==> config.mk <==
export PLATFORM = sky130hd
export DESIGN_NAME = dsa_uart_host
export DESIGN_NICKNAME = d
export VERILOG_FILES = /design/src/rtl/dsa_uart_pkg.sv /design/src/rtl/dsa_uart_host.sv
export SDC_FILE = /design/constraint.sdc
export NUM_CORES = 1
export LEC_CHECK = 0
export ABC_AREA = 1
export ABC_CLOCK_PERIOD_IN_PS = 9400
export CAP_MARGIN = 20
export CORE_MARGIN = 10
export CORE_UTILIZATION = 57
export CTS_BUF_LIST = sky130_fd_sc_hd__clkbuf_8
export DETAILED_ROUTE_END_ITERATION = 12
export PLACE_DENSITY = 0.9
export SLEW_MARGIN = 20
export SYNTH_ARGS = -nofsm -noshare
export SYNTH_HDL_FRONTEND = slang
export SYNTH_SLANG_ARGS = --single-unit
==> constraint.sdc <==
create_clock -name clk -period 9.4 [get_ports clk]
set_input_delay 0.94 -clock clk [delete_from_list [all_inputs] [get_ports clk]]
set_output_delay 0.94 -clock clk [all_outputs]
set_load 0.005 [all_outputs]
==> src/rtl/dsa_uart_pkg.sv <==
// Shared command codes, handshake bytes, status and state encodings for the DSA UART link.
// Used by the host-side dsa_uart_host and by the FPGA-side responder.
package dsa_uart_pkg;

  localparam logic [7:0] CMD_CONFIG   = 8'h01;
  localparam logic [7:0] CMD_WRMEM    = 8'h02;
  localparam logic [7:0] CMD_RDMEM    = 8'h03;
  localparam logic [7:0] CMD_START    = 8'h04;
  localparam logic [7:0] CMD_STATUS   = 8'h05;
  localparam logic [7:0] CMD_COUNTERS = 8'h06;
  localparam logic [7:0] CMD_SETADDR  = 8'h07;
  localparam logic [7:0] CMD_RESET    = 8'h08;

  localparam logic [7:0] ACK_BYTE = 8'hAA;
  localparam logic [7:0] NAK_BYTE = 8'hFF;

  typedef enum logic [1:0] {
    STATUS_OK      = 2'b00,
    STATUS_NAK     = 2'b01,
    STATUS_PROTO   = 2'b10,
    STATUS_TIMEOUT = 2'b11
  } status_e;

  typedef enum logic [2:0] {
    S_IDLE,
    S_SEND_SYNC,
    S_SEND_CMD,
    S_SEND_PL,
    S_WAIT_ACK,
    S_RECV_DATA,
    S_DONE
  } state_e;

  function automatic logic cmd_known(input logic [7:0] cmd);
    return (cmd >= CMD_CONFIG) && (cmd <= CMD_RESET);
  endfunction

  // Commands followed by a 4-byte payload on tx.
  function automatic logic cmd_has_payload(input logic [7:0] cmd);
    return (cmd == CMD_CONFIG) || (cmd == CMD_WRMEM) || (cmd == CMD_SETADDR);
  endfunction

  // Commands whose ACK is followed by a 4-byte data word on rx.
  function automatic logic cmd_has_data(input logic [7:0] cmd);
    return (cmd == CMD_RDMEM) || (cmd == CMD_STATUS) || (cmd == CMD_COUNTERS);
  endfunction

endpackage

==> src/rtl/dsa_uart_host.sv <==
// Host-side command engine: frames SYNC+CMD(+payload) onto tx, then collects ACK/NAK and data from rx.
// Optional rx inactivity timeout is compiled in with DSA_UART_HOST_TIMEOUT_EN.
module dsa_uart_host
  import dsa_uart_pkg::*;
#(
  parameter logic [7:0]  SYNC_BYTE      = 8'h55,
  parameter int unsigned TIMEOUT_CYCLES = 1_000_000
) (
  input  logic        clk,
  input  logic        rst,
  input  logic        req_valid,
  output logic        req_ready,
  input  logic [7:0]  req_cmd,
  input  logic [31:0] req_payload,
  output logic        rsp_valid,
  output logic [1:0]  rsp_status,
  output logic [31:0] rsp_data,
  output logic        tx_valid,
  output logic [7:0]  tx_data,
  input  logic        tx_ready,
  input  logic        rx_valid,
  input  logic [7:0]  rx_data,
  output logic        busy
);

  state_e      state_reg, state_next;
  logic [7:0]  cmd_reg;
  logic [31:0] payload_reg;
  logic [31:0] acc_reg;
  logic [1:0]  cnt_reg;
  status_e     rsp_status_reg, fin_status;
  logic [31:0] rsp_data_reg, fin_data;

`ifdef DSA_UART_HOST_TIMEOUT_EN
  localparam logic [31:0] TMO_LAST = TIMEOUT_CYCLES - 1;
  logic [31:0] tmo_reg;
  logic        rx_take;
  logic        tmo_hit;

  assign rx_take = rx_valid && (state_reg == S_WAIT_ACK || state_reg == S_RECV_DATA);
  assign tmo_hit = !rx_valid && (tmo_reg == TMO_LAST) &&
                   (state_reg == S_WAIT_ACK || state_reg == S_RECV_DATA);
`endif

  assign req_ready  = (state_reg == S_IDLE);
  assign busy       = (state_reg != S_IDLE);
  assign rsp_valid  = (state_reg == S_DONE);
  assign rsp_status = rsp_status_reg;
  assign rsp_data   = rsp_data_reg;

  always_comb begin
    state_next = state_reg;
    tx_valid   = 1'b0;
    tx_data    = 8'h00;
    fin_status = STATUS_OK;
    fin_data   = 32'h0;
    case (state_reg)
      S_IDLE: begin
        if (req_valid) begin
          if (cmd_known(req_cmd)) begin
            state_next = S_SEND_SYNC;
          end else begin
            state_next = S_DONE;
            fin_status = STATUS_PROTO;
          end
        end
      end
      S_SEND_SYNC: begin
        tx_valid = 1'b1;
        tx_data  = SYNC_BYTE;
        if (tx_ready) state_next = S_SEND_CMD;
      end
      S_SEND_CMD: begin
        tx_valid = 1'b1;
        tx_data  = cmd_reg;
        if (tx_ready) state_next = cmd_has_payload(cmd_reg) ? S_SEND_PL : S_WAIT_ACK;
      end
      S_SEND_PL: begin
        tx_valid = 1'b1;
        tx_data  = payload_reg[{cnt_reg, 3'b000} +: 8];
        if (tx_ready && cnt_reg == 2'd3) state_next = S_WAIT_ACK;
      end
      S_WAIT_ACK: begin
        if (rx_valid) begin
          if (rx_data == ACK_BYTE) begin
            state_next = cmd_has_data(cmd_reg) ? S_RECV_DATA : S_DONE;
          end else if (rx_data == NAK_BYTE) begin
            state_next = S_DONE;
            fin_status = STATUS_NAK;
          end else begin
            state_next = S_DONE;
            fin_status = STATUS_PROTO;
          end
        end
      end
      S_RECV_DATA: begin
        if (rx_valid && cnt_reg == 2'd3) begin
          state_next = S_DONE;
          fin_data   = {rx_data, acc_reg[23:0]};
        end
      end
      S_DONE:  state_next = S_IDLE;
      default: state_next = S_IDLE;
    endcase
`ifdef DSA_UART_HOST_TIMEOUT_EN
    if (tmo_hit) begin
      state_next = S_DONE;
      fin_status = STATUS_TIMEOUT;
      fin_data   = acc_reg;
    end
`endif
  end

  always_ff @(posedge clk or posedge rst) begin
    if (rst) begin
      state_reg      <= S_IDLE;
      cmd_reg        <= 8'h00;
      payload_reg    <= 32'h0;
      acc_reg        <= 32'h0;
      cnt_reg        <= 2'd0;
      rsp_status_reg <= STATUS_OK;
      rsp_data_reg   <= 32'h0;
    end else begin
      state_reg <= state_next;
      if (state_reg == S_IDLE && req_valid) begin
        cmd_reg     <= req_cmd;
        payload_reg <= req_payload;
        acc_reg     <= 32'h0;
      end
      // Byte counter is shared by the payload and data phases and restarts on every state change.
      if (state_next != state_reg) begin
        cnt_reg <= 2'd0;
      end else if ((state_reg == S_SEND_PL && tx_ready) ||
                   (state_reg == S_RECV_DATA && rx_valid)) begin
        cnt_reg <= cnt_reg + 2'd1;
      end
      if (state_reg == S_RECV_DATA && rx_valid) begin
        acc_reg[{cnt_reg, 3'b000} +: 8] <= rx_data;
      end
      if (state_next == S_DONE && state_reg != S_DONE) begin
        rsp_status_reg <= fin_status;
        rsp_data_reg   <= fin_data;
      end
    end
  end

`ifdef DSA_UART_HOST_TIMEOUT_EN
  always_ff @(posedge clk or posedge rst) begin
    if (rst) begin
      tmo_reg <= 32'h0;
    end else if (state_next != state_reg || rx_take) begin
      tmo_reg <= 32'h0;
    end else begin
      tmo_reg <= tmo_reg + 32'h1;
    end
  end
`endif

endmodule
==> report_table.html <==
<table>
<tr><th>Metric</th><th>Value</th></tr>
<tr><th colspan="2">Outcome</th></tr>
<tr><td>Run status</td><td>complete, no violations</td></tr>
<tr><th colspan="2">Synth</th></tr>
<tr><td>Share of Yosys cell area claimed by the top area cell type</td><td>55.1%</td></tr>
<tr><td>Cell type with the largest total area after synthesis</td><td>dfrtp_1</td></tr>
<tr><td>Number of synthesized flops with an enable pin</td><td>0</td></tr>
<tr><td>Cells taking the most area after synthesis</td><td>dfrtp_1 55%, nand2_1 14%, inv_1 5.3%, o21ai_0 5.0%, o21ai_1 3.2%</td></tr>
<tr><td>Post-synthesis area per instance</td><td>8.35 µm²</td></tr>
<tr><td>Asr flop ratio synth</td><td>100%</td></tr>
<tr><td>Top FF cell, synth</td><td>dfrtp_1</td></tr>
<tr><td>Yosys Warn Count</td><td>0</td></tr>
<tr><td>Flip-flop and latch count after synthesis</td><td>103</td></tr>
<tr><td>Syn Std Cell Area</td><td>4680 µm²</td></tr>
<tr><td>Post-synthesis cell count</td><td>560</td></tr>
<tr><td>Number of distinct library cell variants in the gate-level netlist after synthesis</td><td>33</td></tr>
<tr><td>Syn nets</td><td>618</td></tr>
<tr><td>Part of the Yosys area used for sequential elements</td><td>55.1%</td></tr>
<tr><th colspan="2">Worst setup path</th></tr>
<tr><td>Length in cells of the worst reg-to-reg path</td><td>12</td></tr>
<tr><td>Critical Path, Cell by Cell</td><td>inv_1 -&gt; nor2_1 -&gt; o21ai_0 -&gt; a22oi_1 -&gt; nand2_1 -&gt; clkdlybuf4s50_1</td></tr>
<tr><td>Endpoint type of the worst setup path</td><td>primary output</td></tr>
<tr><td>Cell with the biggest individual delay on the critical path</td><td>dfrtp_1</td></tr>
<tr><td>Critical path start-end classification</td><td>flop to primary output</td></tr>
<tr><td>Data arrival time of the critical path</td><td>2.78 ns</td></tr>
<tr><td>Levels on crit path</td><td>6</td></tr>
<tr><td>Worst path bufs/invs</td><td>2</td></tr>
<tr><td>Cell family with most CP delay</td><td>buffers and inverters</td></tr>
<tr><td>Crit path required time</td><td>8.46 ns</td></tr>
<tr><td>Highest fanout seen on the critical path</td><td>29</td></tr>
<tr><td>Startpoint class of the critical path</td><td>flop</td></tr>
<tr><td>Crit path largest cell delay</td><td>0.89 ns</td></tr>
<tr><th colspan="2">Timing</th></tr>
<tr><td>Headroom to the max-slew limit</td><td>44.3%</td></tr>
<tr><td>Share of the clock period used by the worst path</td><td>39.6%</td></tr>
<tr><td>Final critical-path setup slack</td><td>5.68 ns</td></tr>
<tr><td>Slew of the pin with the lowest slew margin</td><td>0.835 ns</td></tr>
<tr><td>Largest clock skew in the final design</td><td>0.00929 ns</td></tr>
<tr><td>Setup repair after global routing missed its margin</td><td>false</td></tr>
<tr><td>Hold Worst Slack</td><td>0.479 ns</td></tr>
<tr><td>Total Negative Setup Slacks</td><td>0 ns</td></tr>
<tr><td>Tmin final</td><td>3.72 ns</td></tr>
<tr><td>Final-report max-slew violation count</td><td>0</td></tr>
<tr><td>Final hold violation count</td><td>0</td></tr>
<tr><td>Highest clock rate</td><td>0.269 GHz</td></tr>
<tr><td>Finish-stage setup viols</td><td>0</td></tr>
<tr><th colspan="2">Die</th></tr>
<tr><td>Num rows</td><td>32</td></tr>
<tr><td>Die outline height</td><td>111 µm</td></tr>
<tr><td>Die W</td><td>111 µm</td></tr>
<tr><td>Number of top-level design ports</td><td>99</td></tr>
<tr><td>Die Outline Area</td><td>12200 µm²</td></tr>
<tr><td>Effective utilization at floorplan</td><td>59.6%</td></tr>
<tr><td>Floorplan Core Area</td><td>7850 µm²</td></tr>
<tr><th colspan="2">Power and ir drop</th></tr>
<tr><td>Net Sw Power</td><td>542 µW</td></tr>
<tr><td>Portion of total power attributed to the clock network</td><td>19.6%</td></tr>
<tr><td>Leakage</td><td>2.74 nW</td></tr>
<tr><td>Power density cells</td><td>233 nW/µm²</td></tr>
<tr><td>Worst-case vdd ir drop</td><td>0.111 mV</td></tr>
<tr><td>Cell-internal power</td><td>832 µW</td></tr>
<tr><td>Share of total power in combinational logic</td><td>36.2%</td></tr>
<tr><td>Switching part of the total</td><td>39.5%</td></tr>
<tr><td>Share of total power in sequential cells</td><td>44.2%</td></tr>
<tr><th colspan="2">Drt</th></tr>
<tr><td>Violation count after the first detailed-routing iteration</td><td>406</td></tr>
<tr><td>Via Count</td><td>4188</td></tr>
<tr><td>Number of detailed-route iterations in the first pass</td><td>5</td></tr>
<tr><td>Vias per std cell</td><td>5.54</td></tr>
<tr><td>Number of antenna-violating nets in the routed design</td><td>0</td></tr>
<tr><td>DRC</td><td>0</td></tr>
<tr><td>Total detailed-routing wirelength</td><td>12300 µm</td></tr>
<tr><td>Avg WL per Cell</td><td>16.3 µm</td></tr>
<tr><th colspan="2">Global route</th></tr>
<tr><td>Number of global-route vias before repair</td><td>4305</td></tr>
<tr><td>Wire length of the first global-routing pass</td><td>20600 µm</td></tr>
<tr><td>Maximum number of pins on one net before global-route repair</td><td>84</td></tr>
<tr><td>Total global routing overflow</td><td>0</td></tr>
<tr><td>Number of antenna violations at the first check in global routing</td><td>0</td></tr>
<tr><td>GRT Resource Usage Total</td><td>19.7%</td></tr>
<tr><th colspan="2">Layout</th></tr>
<tr><td>Share of layout cells above drive strength 1</td><td>5.50%</td></tr>
<tr><td>Number of inserted filler cells in the final layout</td><td>589</td></tr>
<tr><td>Most used cells in the layout excluding fill and tap cells</td><td>179 x nand2_1, 103 x dfrtp_1, 98 x clkdlybuf4s50_1</td></tr>
<tr><td>Ant. Diodes</td><td>0</td></tr>
<tr><td>Leading cell type in the layout, fill and taps excluded</td><td>nand2_1</td></tr>
<tr><td>Layout Nets</td><td>707</td></tr>
<tr><td>Cell area after layout</td><td>5890 µm²</td></tr>
<tr><td>Area growth syn-to-layout</td><td>26.0%</td></tr>
<tr><th colspan="2">Run</th></tr>
<tr><td>Number of maximum-capacitance constraint violations</td><td>0</td></tr>
<tr><th colspan="2">Clock network</th></tr>
<tr><td>Insertion delay to the later sink of the worst-skew pair</td><td>0.37 ns</td></tr>
<tr><td>Number of buffers added by the clock tree synthesis step</td><td>9</td></tr>
<tr><td>CTS Root Buffer Type</td><td>clkbuf_8</td></tr>
<tr><td>Clock-pin slew of the registers on the worst-case setup and hold paths</td><td>0.10 ns</td></tr>
<tr><td>Total of cells resized after clock tree synthesis</td><td>0</td></tr>
<tr><td>Count of clock tree sinks</td><td>103</td></tr>
<tr><td>Clk buf depth</td><td>2</td></tr>
<tr><td>H-Tree Level Count</td><td>3</td></tr>
<tr><td>TritonCTS clock tree</td><td>yes</td></tr>
<tr><td>Hold_buf cts</td><td>0</td></tr>
<tr><td>Buffers inserted during post-CTS setup optimization</td><td>0</td></tr>
<tr><th colspan="2">Place</th></tr>
<tr><td>Placer Congestion</td><td>0.908</td></tr>
<tr><td>Pre-CTS setup slack</td><td>5.80 ns</td></tr>
<tr><td>Post-detailed-placement half-perimeter wirelength</td><td>8950 µm</td></tr>
<tr><td>Number of I/O port buffers</td><td>98</td></tr>
<tr><td>Area post-placement</td><td>5690 µm²</td></tr>
<tr><th colspan="2">Worst hold path</th></tr>
<tr><td>Classification of the worst-slack hold path</td><td>flop to flop</td></tr>
<tr><td>Number of cells on the worst hold path</td><td>2</td></tr>
</table>
## final cells by class
class | count | area [µm²] | area share (%)
Clock buffer | 10 | 138 | 2.34
Clock inverter | 6 | 53.8 | 0.914
Inverter | 72 | 273 | 4.63
Multi-Input combinational cell | 364 | 1730 | 29.3
Sequential cell | 103 | 2580 | 43.8
Tap cell | 102 | 128 | 2.17
Timing Repair Buffer | 99 | 992 | 16.8
## routing by layer
| metal | vias to the layer above | track usage, % | routed length [µm] |
|---|---|---|---|
| met2 | 186 | 32.8 | 6060 |
| met4 | 0 | 7.51 | 262 |
| li1 | 1969 | - | - |
| met5 | - | 0 | 0 |
| met3 | 32 | 5.78 | 960 |
| met1 | 2001 | 23.5 | 5010 |
## power groups by stage
| stage | sequential, mW | clock [mW] | combinational [mW] |
|---|---|---|---|
| CTS | 0.605 | 0.270 | 0.496 |
| finish | 0.607 | 0.269 | 0.498 |
| global route | 0.619 | 0.289 | 0.559 |
| global placement | 0.606 | 0 | 0.471 |
| detailed placement | 0.613 | 0 | 0.492 |
| floorplan | 0.591 | 0 | 0.352 |
## per-stage QoR
step                std cells  util [%]  power, mW
global route              756      75.0       1.47
floorplan                 560         -      0.943
finish                    756      75.0       1.37
global placement          740      72.5       1.08
CTS                       756      75.0       1.37
detailed placement        740      72.5       1.10
## worst paths after layout
path,start,endpoint,slack (ns)
max,cnt_reg[0],tx_data[4],5.68
min in group asynchronous,rst,payload_reg[12],0.86
max reg2reg,state_reg[1],rsp_data[2],6.39
min reg2reg,payload_reg[5],payload_reg[5],0.48
max in group asynchronous,rst,cmd_reg[3],7.53
min,payload_reg[5],payload_reg[5],0.48
## cell families after synthesis
| family | after synthesis | share of synthesized area [%] |
|---|---|---|
| simple gates | 241 | 21.3 |
| compound gates | 117 | 14.1 |
| flops | 103 | 55.1 |
| buf+inv | 93 | 7.97 |
| fa+ha+maj | 5 | 1.34 |
| xor+xnor | 1 | 0.187 |
## synthesized netlist by cell type, drive strengths merged (2+ instances only)
| cell | number |
|---|---|
| a21oi | 9 |
| a22oi | 2 |
| and2 | 2 |
| buf | 7 |
| clkbuf | 14 |
| dfrtp | 103 |
| ha | 5 |
| inv | 71 |
| nand2 | 185 |
| nand3 | 12 |
| nand4 | 3 |
| nor2 | 34 |
| nor3 | 4 |
| o211ai | 3 |
| o21ai | 77 |
| o22ai | 16 |
| o32ai | 8 |
## tightest hold or removal path, stage by stage (launching register included)
cell	delay [ns]
dfrtp_1	0.35
nand2_1	0.05
nand2_1	0.05
No activity file was read; power rests on OpenSTA's default activity.
